==> src/rtl/imu_axis_filter_pkg.sv <==
// imu_axis_filter_pkg: shared state encoding and axis constants for the IMU axis filter
package imu_axis_filter_pkg;
  typedef enum logic [1:0] {IDLE, ACCUM, PUBLISH} state_t;
  localparam int NUM_AXES = 6;
  localparam int ACCEL_SHIFT = 4;
  localparam logic [2:0] AX_ACL_X = 3'd0;
  localparam logic [2:0] AX_ACL_Y = 3'd1;
  localparam logic [2:0] AX_ACL_Z = 3'd2;
  localparam logic [2:0] AX_MAG_X = 3'd3;
  localparam logic [2:0] AX_MAG_Y = 3'd4;
  localparam logic [2:0] AX_MAG_Z = 3'd5;
endpackage

==> src/rtl/imu_axis_accum.sv <==
// imu_axis_accum: six-entry accumulator bank with one shared adder and floor-shifted readout
module imu_axis_accum
  import imu_axis_filter_pkg::*;
#(
  parameter int ACC_W = 21,
  parameter int AVG_LOG2 = 3
) (
  input  logic                     clk,
  input  logic                     rst_n,
  input  logic                     clr,
  input  logic                     add_en,
  input  logic [2:0]               idx,
  input  logic [ACC_W-1:0]         sample,
  output logic [NUM_AXES*32-1:0]   shr
);
  logic signed [ACC_W-1:0] acc [NUM_AXES];
  logic signed [ACC_W-1:0] sum;
  assign sum = acc[idx] + $signed(sample);
  always_ff @(posedge clk or negedge rst_n)
    if (!rst_n) for (int i = 0; i < NUM_AXES; i++) acc[i] <= '0;
    else if (clr) for (int i = 0; i < NUM_AXES; i++) acc[i] <= '0;
    else if (add_en) acc[idx] <= sum;
  for (genvar g = 0; g < NUM_AXES; g++) begin : g_shr
    logic signed [ACC_W-1:0] sh;
    assign sh = acc[g] >>> AVG_LOG2;
    assign shr[g*32 +: 32] = 32'(sh);
  end
endmodule

==> src/rtl/imu_axis_filter.sv <==
// imu_axis_filter: snapshots six-axis frames and box-car averages each axis over 2^AVG_LOG2 frames
module imu_axis_filter
  import imu_axis_filter_pkg::*;
#(
  parameter int AVG_LOG2 = 3,
  parameter int ACC_W = 21
) (
  input  logic        clk,
  input  logic        rst_n,
  input  logic        frame_valid,
  input  logic [31:0] acl_x,
  input  logic [31:0] acl_y,
  input  logic [31:0] acl_z,
  input  logic [31:0] mag_x,
  input  logic [31:0] mag_y,
  input  logic [31:0] mag_z,
  input  logic        clear,
  output logic [31:0] avg_acl_x,
  output logic [31:0] avg_acl_y,
  output logic [31:0] avg_acl_z,
  output logic [31:0] avg_mag_x,
  output logic [31:0] avg_mag_y,
  output logic [31:0] avg_mag_z,
  output logic        out_valid,
  output logic        busy,
  output logic [7:0]  drop_cnt
);
  state_t state;
  logic [NUM_AXES*16-1:0] snap;
  logic [NUM_AXES*32-1:0] avg_q, shr;
  logic [2:0] idx;
  logic [AVG_LOG2:0] frame_cnt, cnt_nxt;
  logic signed [15:0] w, s16;
  logic [ACC_W-1:0] sample;
  assign w = snap[idx*16 +: 16];
  assign s16 = (idx < AX_MAG_X) ? w >>> ACCEL_SHIFT : w;
  assign sample = ACC_W'(s16);
  // top bit of the incremented count is set exactly when the window fills
  assign cnt_nxt = frame_cnt + 1'b1;
  imu_axis_accum #(.ACC_W(ACC_W), .AVG_LOG2(AVG_LOG2)) u_accum (
    .clk    (clk),
    .rst_n  (rst_n),
    .clr    (clear || state == PUBLISH),
    .add_en (state == ACCUM && !clear),
    .idx    (idx),
    .sample (sample),
    .shr    (shr)
  );
  assign avg_acl_x = avg_q[AX_ACL_X*32 +: 32];
  assign avg_acl_y = avg_q[AX_ACL_Y*32 +: 32];
  assign avg_acl_z = avg_q[AX_ACL_Z*32 +: 32];
  assign avg_mag_x = avg_q[AX_MAG_X*32 +: 32];
  assign avg_mag_y = avg_q[AX_MAG_Y*32 +: 32];
  assign avg_mag_z = avg_q[AX_MAG_Z*32 +: 32];
  always_ff @(posedge clk or negedge rst_n)
    if (!rst_n) begin
      state <= IDLE;
      snap <= '0;
      idx <= '0;
      frame_cnt <= '0;
      avg_q <= '0;
      out_valid <= 1'b0;
      busy <= 1'b0;
      drop_cnt <= '0;
    end else begin
      out_valid <= 1'b0;
      if (clear) begin
        state <= IDLE;
        frame_cnt <= '0;
        idx <= '0;
        busy <= 1'b0;
      end else begin
        if (frame_valid && state != IDLE && drop_cnt != 8'hFF) drop_cnt <= drop_cnt + 8'd1;
        case (state)
          IDLE: if (frame_valid) begin
            snap <= {mag_z[15:0], mag_y[15:0], mag_x[15:0], acl_z[15:0], acl_y[15:0], acl_x[15:0]};
            idx <= '0;
            busy <= 1'b1;
            state <= ACCUM;
          end
          ACCUM: begin
            idx <= (idx == AX_MAG_Z) ? 3'd0 : idx + 3'd1;
            if (idx == AX_MAG_Z) begin
              busy <= 1'b0;
              frame_cnt <= cnt_nxt;
              state <= cnt_nxt[AVG_LOG2] ? PUBLISH : IDLE;
            end
          end
          PUBLISH: begin
            avg_q <= shr;
            out_valid <= 1'b1;
            frame_cnt <= '0;
            state <= IDLE;
          end
          default: state <= IDLE;
        endcase
      end
    end
endmodule

==> config.mk <==
export PLATFORM = sky130hd
export DESIGN_NAME = imu_axis_filter
export DESIGN_NICKNAME = d
export VERILOG_FILES = /design/src/rtl/imu_axis_filter_pkg.sv /design/src/rtl/imu_axis_accum.sv /design/src/rtl/imu_axis_filter.sv
export SDC_FILE = /design/constraint.sdc
export NUM_CORES = 1
export LEC_CHECK = 0
export CAP_MARGIN = 20
export CORE_MARGIN = 2
export CORE_UTILIZATION = 35
export CTS_CLUSTER_SIZE = 14
export DETAILED_ROUTE_END_ITERATION = 8
export GPL_ROUTABILITY_DRIVEN = 0
export HOLD_SLACK_MARGIN = 0.06
export MAX_ROUTING_LAYER = met4
export SETUP_SLACK_MARGIN = 0.05
export SLEW_MARGIN = 20
export SYNTH_ARGS = -nofsm -noshare
export SYNTH_HDL_FRONTEND = slang
export SYNTH_SLANG_ARGS = --single-unit
==> constraint.sdc <==
create_clock -name clk -period 10.28 [get_ports clk]
set_input_delay 2.57 -clock clk [delete_from_list [all_inputs] [get_ports clk]]
set_output_delay 2.57 -clock clk [all_outputs]
set_load 0.02 [all_outputs]
# After elaboration in Yosys (flattened, before gate mapping)
# Index checks and enable logic that the tools add are counted.
# Widths: inputs -> output; s select.
# totals
reg_bits	419
input_bits	196
out_inout_bits	202
# op_classes
n_addsub	4
order_cmp	3
n_eq_ne	6
shift	1
n_mux	27
bitwise_logic	2
reduce_logical	18
# ops
operator	n
$mux 126	2
$bwmux 126	1
$shiftx 96x8->16	1
$bmux 21 s3	1
$demux 21 s3	1
$mux 21	3
$add 21x16->21	1
$mux 15	1
$reduce_and 2->1	5
$mux 3	3
$add 8x1->8 const B	1
$mux 2	4
$mux 4	2
$ne 8x8->1 const B	1
$pmux 4 s2	1
$pmux 3 s2	1
$reduce_and 3->1	2
$reduce_bool 3->1	2
$mux 1	5
$add 4x1->4 const B	1
$ge 4x4->1 const B	1
$logic_and 1x1->1	4
$lt 4x1->1 const B	1
$not 3->4	1
other kinds (14)	15

# Logic depth before layout (Yosys ltp)
# Gate-level depths: netlist of run 1.
# depth
ltp_word	8
ltp_mapped	18
depth_no_buf	16

# By module
# From an unflattened synthesis of run 1, not the netlist that was laid out.
# unflattened
hier_cells	1685
hier_area_um2	20294.5
# by_module_without_submodules
module	n_inst	cells_each	area_each_um2	seq_area_each_um2
imu_axis_filter	1	784	11946.5	7382.1
imu_axis_accum	1	901	8348.0	3153.0

# Least setup slack after synthesis of run 1
# No wires, ideal clock.
# synth_path
path_kind	input -> register
startpoint	in clear
endpoint	reg snap[10]
arrival_ns	3.931
required_time_ns	10.155
setup_slack_ns	6.224
path_stages	5
path_cell_list	clkbuf_1 > nor3_1 > buf_2 > buf_2 > mux2_2
# synth_via
elab_chain_len	2
# synth_rtl
element	line	rtl
start, declared	imu_axis_filter.sv:17	input logic clear,
$not 1->1 (no source line)	--	
$reduce_and 3->1 (no source line)	--	
end signal, assigned	imu_axis_filter.sv:76	snap <= {mag_z[15:0], mag_y[15:0], mag_x[15:0], acl_z[15:0], acl_y[15:0], acl_x[15:0]};
end, declared	imu_axis_filter.sv:29	logic [NUM_AXES*16-1:0] snap;
# Every way passes these cells.
# A chain may end at the register's enable or synchronous reset.

# Worst setup path in the final report of run 1
# layout_path
startpoint	reg idx[2]
endpoint	reg u_accum.acc (netlist bit u_accum.shr[13])
# layout_via
elab_chain_len	8
elab_cells_between_ends	16
# layout_rtl
element	line	rtl
start, declared	imu_axis_filter.sv:31	logic [2:0] idx;
start signal, assigned	imu_axis_filter.sv:82	idx <= (idx == AX_MAG_Z) ? 3'd0 : idx + 3'd1;
parallel branches: the longest is 5 deep, another holds $add 21x16->21	--	
$bwmux 126 (*)	imu_axis_accum.sv:22	else if (add_en) acc[idx] <= sum;
$mux 126 (*)	imu_axis_accum.sv:22	
$mux 126 (*)	imu_axis_accum.sv:21	else if (clr) for (int i = 0; i < NUM_AXES; i++) acc[i] <= '0;
end signal, assigned by index	imu_axis_accum.sv:22	
end, declared	imu_axis_accum.sv:16	logic signed [ACC_W-1:0] acc [NUM_AXES];
# Mark *: on every way between the ends. The select of a mux whose other input is x is not followed.

==> results of run 1 <==
## state kept, by name (all words and copies together) (netlist names)
name,cells
u_accum.shr,108
idx,3
snap,84
busy,1
state,2
frame_cnt,4
avg_q,108
u_accum.acc,18
drop_cnt,8
out_valid,1
## per-layer routing
| layer | share of wire, % | vias to the layer above | GRT usage (%) |
|---|---|---|---|
| li1 | - | 4964 | - |
| met3 | 5.6 | 68 | 3.14 |
| met5 | 0 | - | - |
| met1 | 43 | 5717 | 24.8 |
| met4 | 2.4 | 0 | 6.34 |
| met2 | 49 | 376 | 32.3 |
## stage by stage
stage / cell area (um^2) / hold slack, ns / worst slack (ns)
3_5_place_dp: 18400 / 0.474 / 4.29
4_1_cts: 19700 / 0.487 / 4.90
2_1_floorplan: 15500 / 0.450 / 6.22
3_3_place_gp: 18400 / 0.464 / 4.36
6_report: 19800 / 0.487 / 5.13
5_1_grt: 19800 / 0.523 / 4.72
## area by class of cell
cell class	count	area, um^2
clock buffer	56	1130
clock inverter	11	159
timing repair buffer	308	3070
inverter	15	56.3
multi-input combinational	751	6160
antenna	2	5.00
sequential	337	8430
fill	4064	24300
tap	592	741
## final timing paths
path	start	to	slack [ns]	cells past startpoint
setup reg to reg	idx[2]	u_accum.shr[13]	5.13	15
min in group asynchronous	rst_n	snap[12]	1.97	1
max in group asynchronous	rst_n	avg_q[175]	6.83	2
hold / removal	u_accum.acc[43]	u_accum.acc[43]	0.49	2
setup / recovery	idx[2]	u_accum.shr[13]	5.13	15
hold reg to reg	u_accum.acc[43]	u_accum.acc[43]	0.49	2
## kinds of logic after synthesis
logic type      Yosys count
buf+inv                 178
xor+xnor                 28
flops                   337
compound gates          329
mux                     203
fa+ha+maj                23
simple gates            168
## placed cells by master, fill, tap and decap left out, types with 3 or more instances in the layout
| cell | n |
|---|---|
| a32oi_1 | 3 |
| dfrtp_1 | 337 |
| o31ai_1 | 3 |
| nor2_1 | 36 |
| ha_1 | 22 |
| a221oi_1 | 9 |
| o21ai_0 | 25 |
| buf_4 | 16 |
| a22o_1 | 111 |
| clkinv_2 | 4 |
| and3_1 | 9 |
| a21boi_0 | 3 |
| clkbuf_8 | 9 |
| o211ai_1 | 3 |
| xor2_1 | 8 |
| clkbuf_16 | 39 |
| nand4_1 | 4 |
| clkbuf_1 | 8 |
| o21a_1 | 5 |
| a31oi_2 | 4 |
| nor2b_1 | 7 |
| a22oi_1 | 86 |
| mux2i_1 | 9 |
| nand2b_1 | 7 |
| a21o_1 | 6 |
| inv_1 | 14 |
| bufinv_16 | 3 |
| a222oi_1 | 3 |
| nand3_1 | 36 |
| xnor2_1 | 19 |
| and2_1 | 5 |
| clkdlybuf4s50_1 | 288 |
| a21oi_1 | 52 |
| mux2_2 | 194 |
| nand2_1 | 53 |
| a31oi_1 | 3 |
## critical path: stages, from the launching register on
cell       delay [ns]
dfrtp_1          0.75
nor2b_1          0.47
and2_1           0.67
buf_4            0.49
a22oi_1          0.15
nand3_1          0.12
ha_1             0.18
inv_1            0.06
fa_1             0.41
nor2b_1          0.19
o2111ai_1        0.16
a21oi_1          0.28
nor3b_1          0.14
o221ai_1         0.21
xor2_1           0.54
a22o_1           0.25
## report_power, final
part / leakage, uW / total [uW] / internal, uW / switching [uW]
sequential: 0.00450 / 1510 / 1430 / 75.9
combinational: 0.00351 / 656 / 261 / 396
clock: 0.000631 / 1400 / 839 / 557
total: 0.00864 / 3560 / 2530 / 1030
==> flow_summary.ini, run 1 <==
[clock_tree]
path_clk_slew_ns = 0.06
ctsHoldBuffers = 0
cts.sinks = 337
cts_made_buffers = 38
cts_tree = yes
cts_setup_buffers = 0
htree_levels = 2
cts-root-buf = clkbuf_16
clkLatencyLatePin_ns = 0.56
cts-resized-gates = 0
cts_buffer_depth = 3

[pwr]
vdd_drop_max_uv = 96.1
finalPower_uw = 3560
leakage_uw = 0.00864
powerDensity_nw_per_um2 = 180

[logic_synthesis]
synth_top_family_by_area = compound AO/OA/AOI/OAI gates
synthTopCellsByCount = dfrtp_1 (337), mux2_2 (194), a22o_1 (111), a22oi_1 (86), buf_4 (84)
synth_area_leaders = dfrtp_1 (54%), mux2_2 (14%), a22o_1 (6.3%)
synth.distinct_cells = 53
synth_compound_area_share_pct = 15.9
synthSimpleGateAreaFrac_pct = 5.09
synthMuxAreaShare_pct = 14.6
ys.flop_type = dfrtp_1
synth_fp_nets = 1485
synthAdderAreaFrac_pct = 1.90
yosys.area.top_type_share_pct = 54.3
synth_edf_count = 0
syn_inst = 1266
yosys_warnings = 0
avgSynthCellArea_um2 = 12.3
yosysTopAreaCell = dfrtp_1
synth.most_common_cell = dfrtp_1
synth-xor-area-share_pct = 1.63
synth_seq_cells = 337
syn_area_um2 = 15500
synthArstFlopShare_pct = 100
seq_area_frac_synth_pct = 54.3

[run]
cap_violations = 0

[sta]
hold_viol = 0
drv_slew = 0
fin_worst_skew_ns = 0.0243
setup_viol = 0
fin_crit_sh_pct = 50.1
slew_headroom_pct = 24.4
period_minus_slack_ns = 5.15
max_freq_mhz = 194
tns_ns = 0
worst_slew_pin_slew_ns = 1.13
rsz0062_at_grt = no

[outcome]
status = completed

[layout]
area_delta_synth_final_pct = 27.1
nets = 1670
final_cells = 2072
finish.utilization_pct = 44.9
drive_above_1_share_pct = 19.6

[die]
die_area_um2 = 46100
ios = 398
dieWidth_um = 215
rows = 77
core-area_um2 = 44000
start_util_pct = 35.3
die_y_um = 215

[route]
avgViaCountPerCell = 5.37
ant_nets = 0
num_vias = 11100
drc = 0
drt_iter0_markers = 754
finalWirelength_mm = 44.6
firstDrtPassIters = 6
routedWlPerCell_um = 21.5

[grt]
gr-total-overflow = 0
grt_max_degree = 173
antenna_found_initial = 2
first_global_vias = 11300
grt_pass1_wl_mm = 68.2
track_usage_pct = 19.6

[critical_path]
crit_path_end_kind = flip-flop
cp.arrival_ns = 5.65
path_max_fanout = 26
critPathRequiredTime_ns = 10.77
start_kind = flip-flop
worst-setup-path-type = flip-flop to flip-flop

[min_path]
hp-class = flip-flop to flip-flop

[placed_design]
place_inst = 2002
port_buffers = 289
dp_hpwl_mm = 29.6
(Power assumes the default switching activity.)
==> run 2, diff against run 1 <==
Clock period 10.28 ns to 5.4 ns, I/O delays scaled along.
==> run 2 against run 1 <==
Die area did not move; utilization up 0.58 points; sequential cell count stayed put; first-iteration DRC count up 21%; final cell count up 0.77%; clock skew down 0.0054 ns; register-to-register slack worse by 4.6 ns; total power increased by 98%; via count is 0.52% higher; non-clock buffer count is 11 higher; sequential power up 90%; worst setup slack worse by 4.6 ns; critical path type unchanged; highest routed layer unchanged.
==> flow_summary.ini, run 2 (same netlist as run 1, synthesis figures left out) <==
[sta]
fin_crit_sh_pct = 90.0
setup_viol = 0
hold_viol = 0
slew_headroom_pct = 28.4
rsz0062_at_grt = no
max_freq_mhz = 206
drv_slew = 0
tns_ns = 0
holdWs_ns = 0.494
period_minus_slack_ns = 4.86
fin_ws_ns = 0.542
fin_worst_skew_ns = 0.0189
worst_slew_pin_slew_ns = 1.07

[critical_path]
r2r-start = idx[2]
worst-setup-path-type = flip-flop to flip-flop
start_kind = flip-flop
reg2reg_slack_ns = 0.54
r2r_cells = 15
cp.arrival_ns = 5.35
critPathRequiredTime_ns = 5.89
path_max_fanout = 26
crit_path_end_kind = flip-flop
r2r-end = u_accum.shr[43]

[clock_tree]
clkLatencyLatePin_ns = 0.55
cts_setup_buffers = 0
cts-resized-gates = 0
path_clk_slew_ns = 0.06
ctsHoldBuffers = 0
cts_made_buffers = 39
cts_tree = yes
cts_buffer_depth = 3
cts-root-buf = clkbuf_16
htree_levels = 2
cts.sinks = 337

[grt]
first_global_vias = 11000
grt_max_degree = 93
grt_pass1_wl_mm = 67.5
track_usage_pct = 19.3
antenna_found_initial = 4
gr-total-overflow = 0

[pwr]
seq_power_share_pct = 40.8
switching_power_uw = 2010
p_clk_share_pct = 41.2
combinationalPowerShare_pct = 18.0
vdd_drop_max_uv = 181
p_sw_share_pct = 28.5
p_int_uw = 5020
powerDensity_nw_per_um2 = 351
leakage_uw = 0.00878

[placed_design]
place_area_um2 = 18600
place_inst = 2014
dp_hpwl_mm = 29.9
port_buffers = 289
dp_slack_ns = 0.581

[die]
rows = 77
ios = 398
core-area_um2 = 44000
die_y_um = 215
dieWidth_um = 215
start_util_pct = 35.3
die_area_um2 = 46100

[min_path]
hold_end = u_accum.acc[22]
hold_depth = 2
hp-class = flip-flop to flip-flop
worstHoldStart = u_accum.acc[22]

[layout]
final_cells = 2088
drive_above_1_share_pct = 20.7
area_delta_synth_final_pct = 28.7
design_area_um2 = 20000
final_common_cell = dfrtp_1
layout_common_cells = dfrtp_1 (337), clkdlybuf4s50_1 (288), mux2_2 (194), a22o_1 (111), a22oi_1 (86)
nets = 1682

[route]
num_vias = 11200
finalWirelength_mm = 44.2
drc = 0
avgViaCountPerCell = 5.36
routedWlPerCell_um = 21.2
firstDrtPassIters = 5
drt_iter0_markers = 914
ant_nets = 0

[run]
cap_violations = 0

[outcome]
status = completed
## run 2: power by group through the flow
stage / clock network, uW / logic (uW) / registers [uW]
detailed placement: 0 / 1260 / 2910
global placement: 0 / 1240 / 2900
finish: 2900 / 1270 / 2870
global route: 3070 / 1390 / 2890
floorplan: 0 / 818 / 2870
CTS: 2970 / 1270 / 2860
## run 2: cell type report
| type | instances | area (um^2) |
|---|---|---|
| inverter | 15 | 56.3 |
| timing repair buffer | 319 | 3190 |
| multi-input combinational | 751 | 6150 |
| tap | 592 | 741 |
| sequential | 337 | 8430 |
| clock inverter | 16 | 277 |
| antenna | 4 | 10.0 |
| clock buffer | 54 | 1150 |
| fill | 3969 | 24000 |
## run 2: worst max-delay path: stages, from the launching register on
cell and delay, ns:
dfrtp_1 0.61, nor2b_1 0.50, and2_1 0.61, buf_4 0.52
a22oi_1 0.16, nand3_1 0.11, ha_1 0.17, inv_1 0.06
fa_1 0.42, nor2b_1 0.18, o2111ai_1 0.15, a21oi_1 0.26
nor3b_1 0.13, o21ai_0 0.24, xor2_1 0.44, a22o_1 0.23
## run 2: worst max path at each step
| stage | start | to | slack, ns |
|---|---|---|---|
| final | idx[2] | u_accum.shr[43] | 0.54 |
| after global routing | idx[2] | u_accum.shr[11] | 0.20 |
| after CTS | idx[2] | u_accum.shr[43] | 0.55 |
| after detailed placement | idx[2] | u_accum.shr[75] | 0.58 |
| after global placement | idx[2] | u_accum.shr[75] | 0.62 |
| after floorplan | idx[2] | u_accum.shr[11] | 1.81 |
## run 2: layer usage
layer  GRT usage [%]  share of wire (%)  vias up
li1                -                  -     5010
met2            31.9                 50      421
met5               -                  0        -
met3            2.92                6.2       64
met1            24.5                 42     5688
met4            6.20                2.2        0
## run 2: stage by stage
step	total power [uW]	utilization, %
floorplan	3690	-
global placement	4140	42.2
detailed placement	4170	42.2
CTS	7090	45.4
global route	7350	45.4
finish	7030	45.4
==> run 3, diff against run 2 <==
Settings changed: CELL_PAD_IN_SITES_DETAIL_PLACEMENT set to 1, CELL_PAD_IN_SITES_GLOBAL_PLACEMENT set to 2, DONT_BUFFER_PORTS set to 1, PLACE_DENSITY_LB_ADDON set to 0.1.
==> run 3 against run 2 <==
Fmax rose by 0.64%; worst setup slack better by 0.031 ns; utilization down 7.0 points; critical path type unchanged; clock skew increased by 0.0077 ns; die area did not move; critical path depth stayed put; wire length up 3.5%; global-route usage rose by 1.1 points; worst hold slack better by 0.0055 ns; largest power group is now sequential cells; critical endpoint is now u_accum.shr[141]; highest routed layer unchanged; sequential cell count unchanged.
==> flow_summary.ini, run 3 (same netlist as run 1, synthesis figures left out) <==
[route]
drt_iter0_markers = 636
ant_nets = 0
num_vias = 9968
avgViaCountPerCell = 5.55
firstDrtPassIters = 5
drc = 0
routedWlPerCell_um = 25.5
finalWirelength_mm = 45.8

[grt]
first_global_vias = 10600
grt_pass1_wl_mm = 69.4
gr-total-overflow = 0
antenna_found_initial = 3
track_usage_pct = 20.5
grt_max_degree = 338

[clock_tree]
cts_setup_buffers = 0
clkLatencyLatePin_ns = 0.56
ctsHoldBuffers = 0
cts_buffer_depth = 3
cts.sinks = 337
cts-resized-gates = 0
path_clk_slew_ns = 0.06
cts_tree = yes
cts_made_buffers = 39
htree_levels = 2
cts-root-buf = clkbuf_16

[die]
ios = 398
die_y_um = 215
start_util_pct = 35.3
rows = 77
core-area_um2 = 44000
die_area_um2 = 46100
dieWidth_um = 215

[critical_path]
critPathRequiredTime_ns = 5.82
cp.arrival_ns = 5.25
start_kind = flip-flop
worst-setup-path-type = flip-flop to flip-flop
crit_path_end_kind = flip-flop
path_max_fanout = 12

[layout]
nets = 1391
area_delta_synth_final_pct = 9.03
multi_input_area_um2 = 6170
seq_area_um2 = 8450
drive_above_1_share_pct = 25.1
layout_common_cells = dfrtp_1 (331), mux2_2 (194), a22o_1 (111), a22oi_1 (86), nand2_1 (53)
final_cells = 1796
n_fill_cell = 4652
final_common_cell = dfrtp_1

[outcome]
status = completed

[sta]
slew_headroom_pct = 20.8
drv_slew = 0
fin_worst_skew_ns = 0.0266
rsz0062_at_grt = no
fin_ws_ns = 0.573
max_freq_mhz = 207
worst_slew_pin_slew_ns = 1.19
setup_viol = 0
hold_viol = 0
period_minus_slack_ns = 4.83
tns_ns = 0
fin_crit_sh_pct = 89.4
holdWs_ns = 0.500

[placed_design]
dp_slack_ns = 0.588
port_buffers = 0
dp_hpwl_mm = 30.0
place_inst = 1723

[pwr]
vdd_drop_max_uv = 219
finalPower_uw = 6750
powerDensity_nw_per_um2 = 398
leakage_uw = 0.00764

[min_path]
hp-class = flip-flop to flip-flop

[run]
cap_violations = 0
## run 3: power breakdown
part	switching, uW	internal (uW)	leakage [uW]
Sequential	166	2720	0.00449
Clock	1070	1630	0.000629
Combinational	714	444	0.00252
Total	1950	4800	0.00764
## run 3: worst max-delay path: stages, from the launching register on
cell	delay, ns
dfrtp_1	0.57
nor2b_1	0.23
and2_2	0.39
a22oi_1	0.40
nand2_1	0.10
a221oi_1	0.49
mux2i_1	0.27
ha_1	0.46
a21oi_1	0.15
o21ai_0	0.13
and3_1	0.23
nor3b_1	0.50
o221ai_1	0.21
xor2_1	0.18
buf_4	0.18
a22o_1	0.20
## run 3: area by class of cell
type	count	share of cell area, %
well taps	592	4.37
flip-flops and latches	337	49.9
inverters	15	0.332
multi-input cells	751	36.4
diodes	3	0.0443
repair buffers	28	1.34
clock inverters	11	1.02
clock buffers	59	6.62
## run 3: path summary, 6_finish.rpt
kind	startpoint	endpoint	slack, ns	cells past startpoint
setup / recovery	idx[1]	u_accum.shr[141]	0.57	15
hold / removal	u_accum.acc[22]	u_accum.acc[22]	0.50	2
setup reg to reg	idx[1]	u_accum.shr[141]	0.57	15
hold reg to reg	u_accum.acc[22]	u_accum.acc[22]	0.50	2
max in group asynchronous	rst_n	avg_q[128]	4.40	0
min in group asynchronous	rst_n	avg_q[13]	0.52	0
## run 3: metrics by stage
stage / area, um^2 / util, %
after floorplan: 15500 / -
after global placement: 15600 / 35.5
after detailed placement: 15600 / 35.5
after CTS: 16900 / 38.5
after global routing: 16900 / 38.5
final: 16900 / 38.5
## run 3: routing by layer
| layer | wire (um) | global-route usage (%) | vias up |
|---|---|---|---|
| li1 | - | - | 4416 |
| met1 | 20700 | 26.8 | 5270 |
| met2 | 22200 | 32.5 | 217 |
| met3 | 1860 | 3.88 | 65 |
| met4 | 1020 | 5.69 | 0 |
| met5 | 0 | - | - |
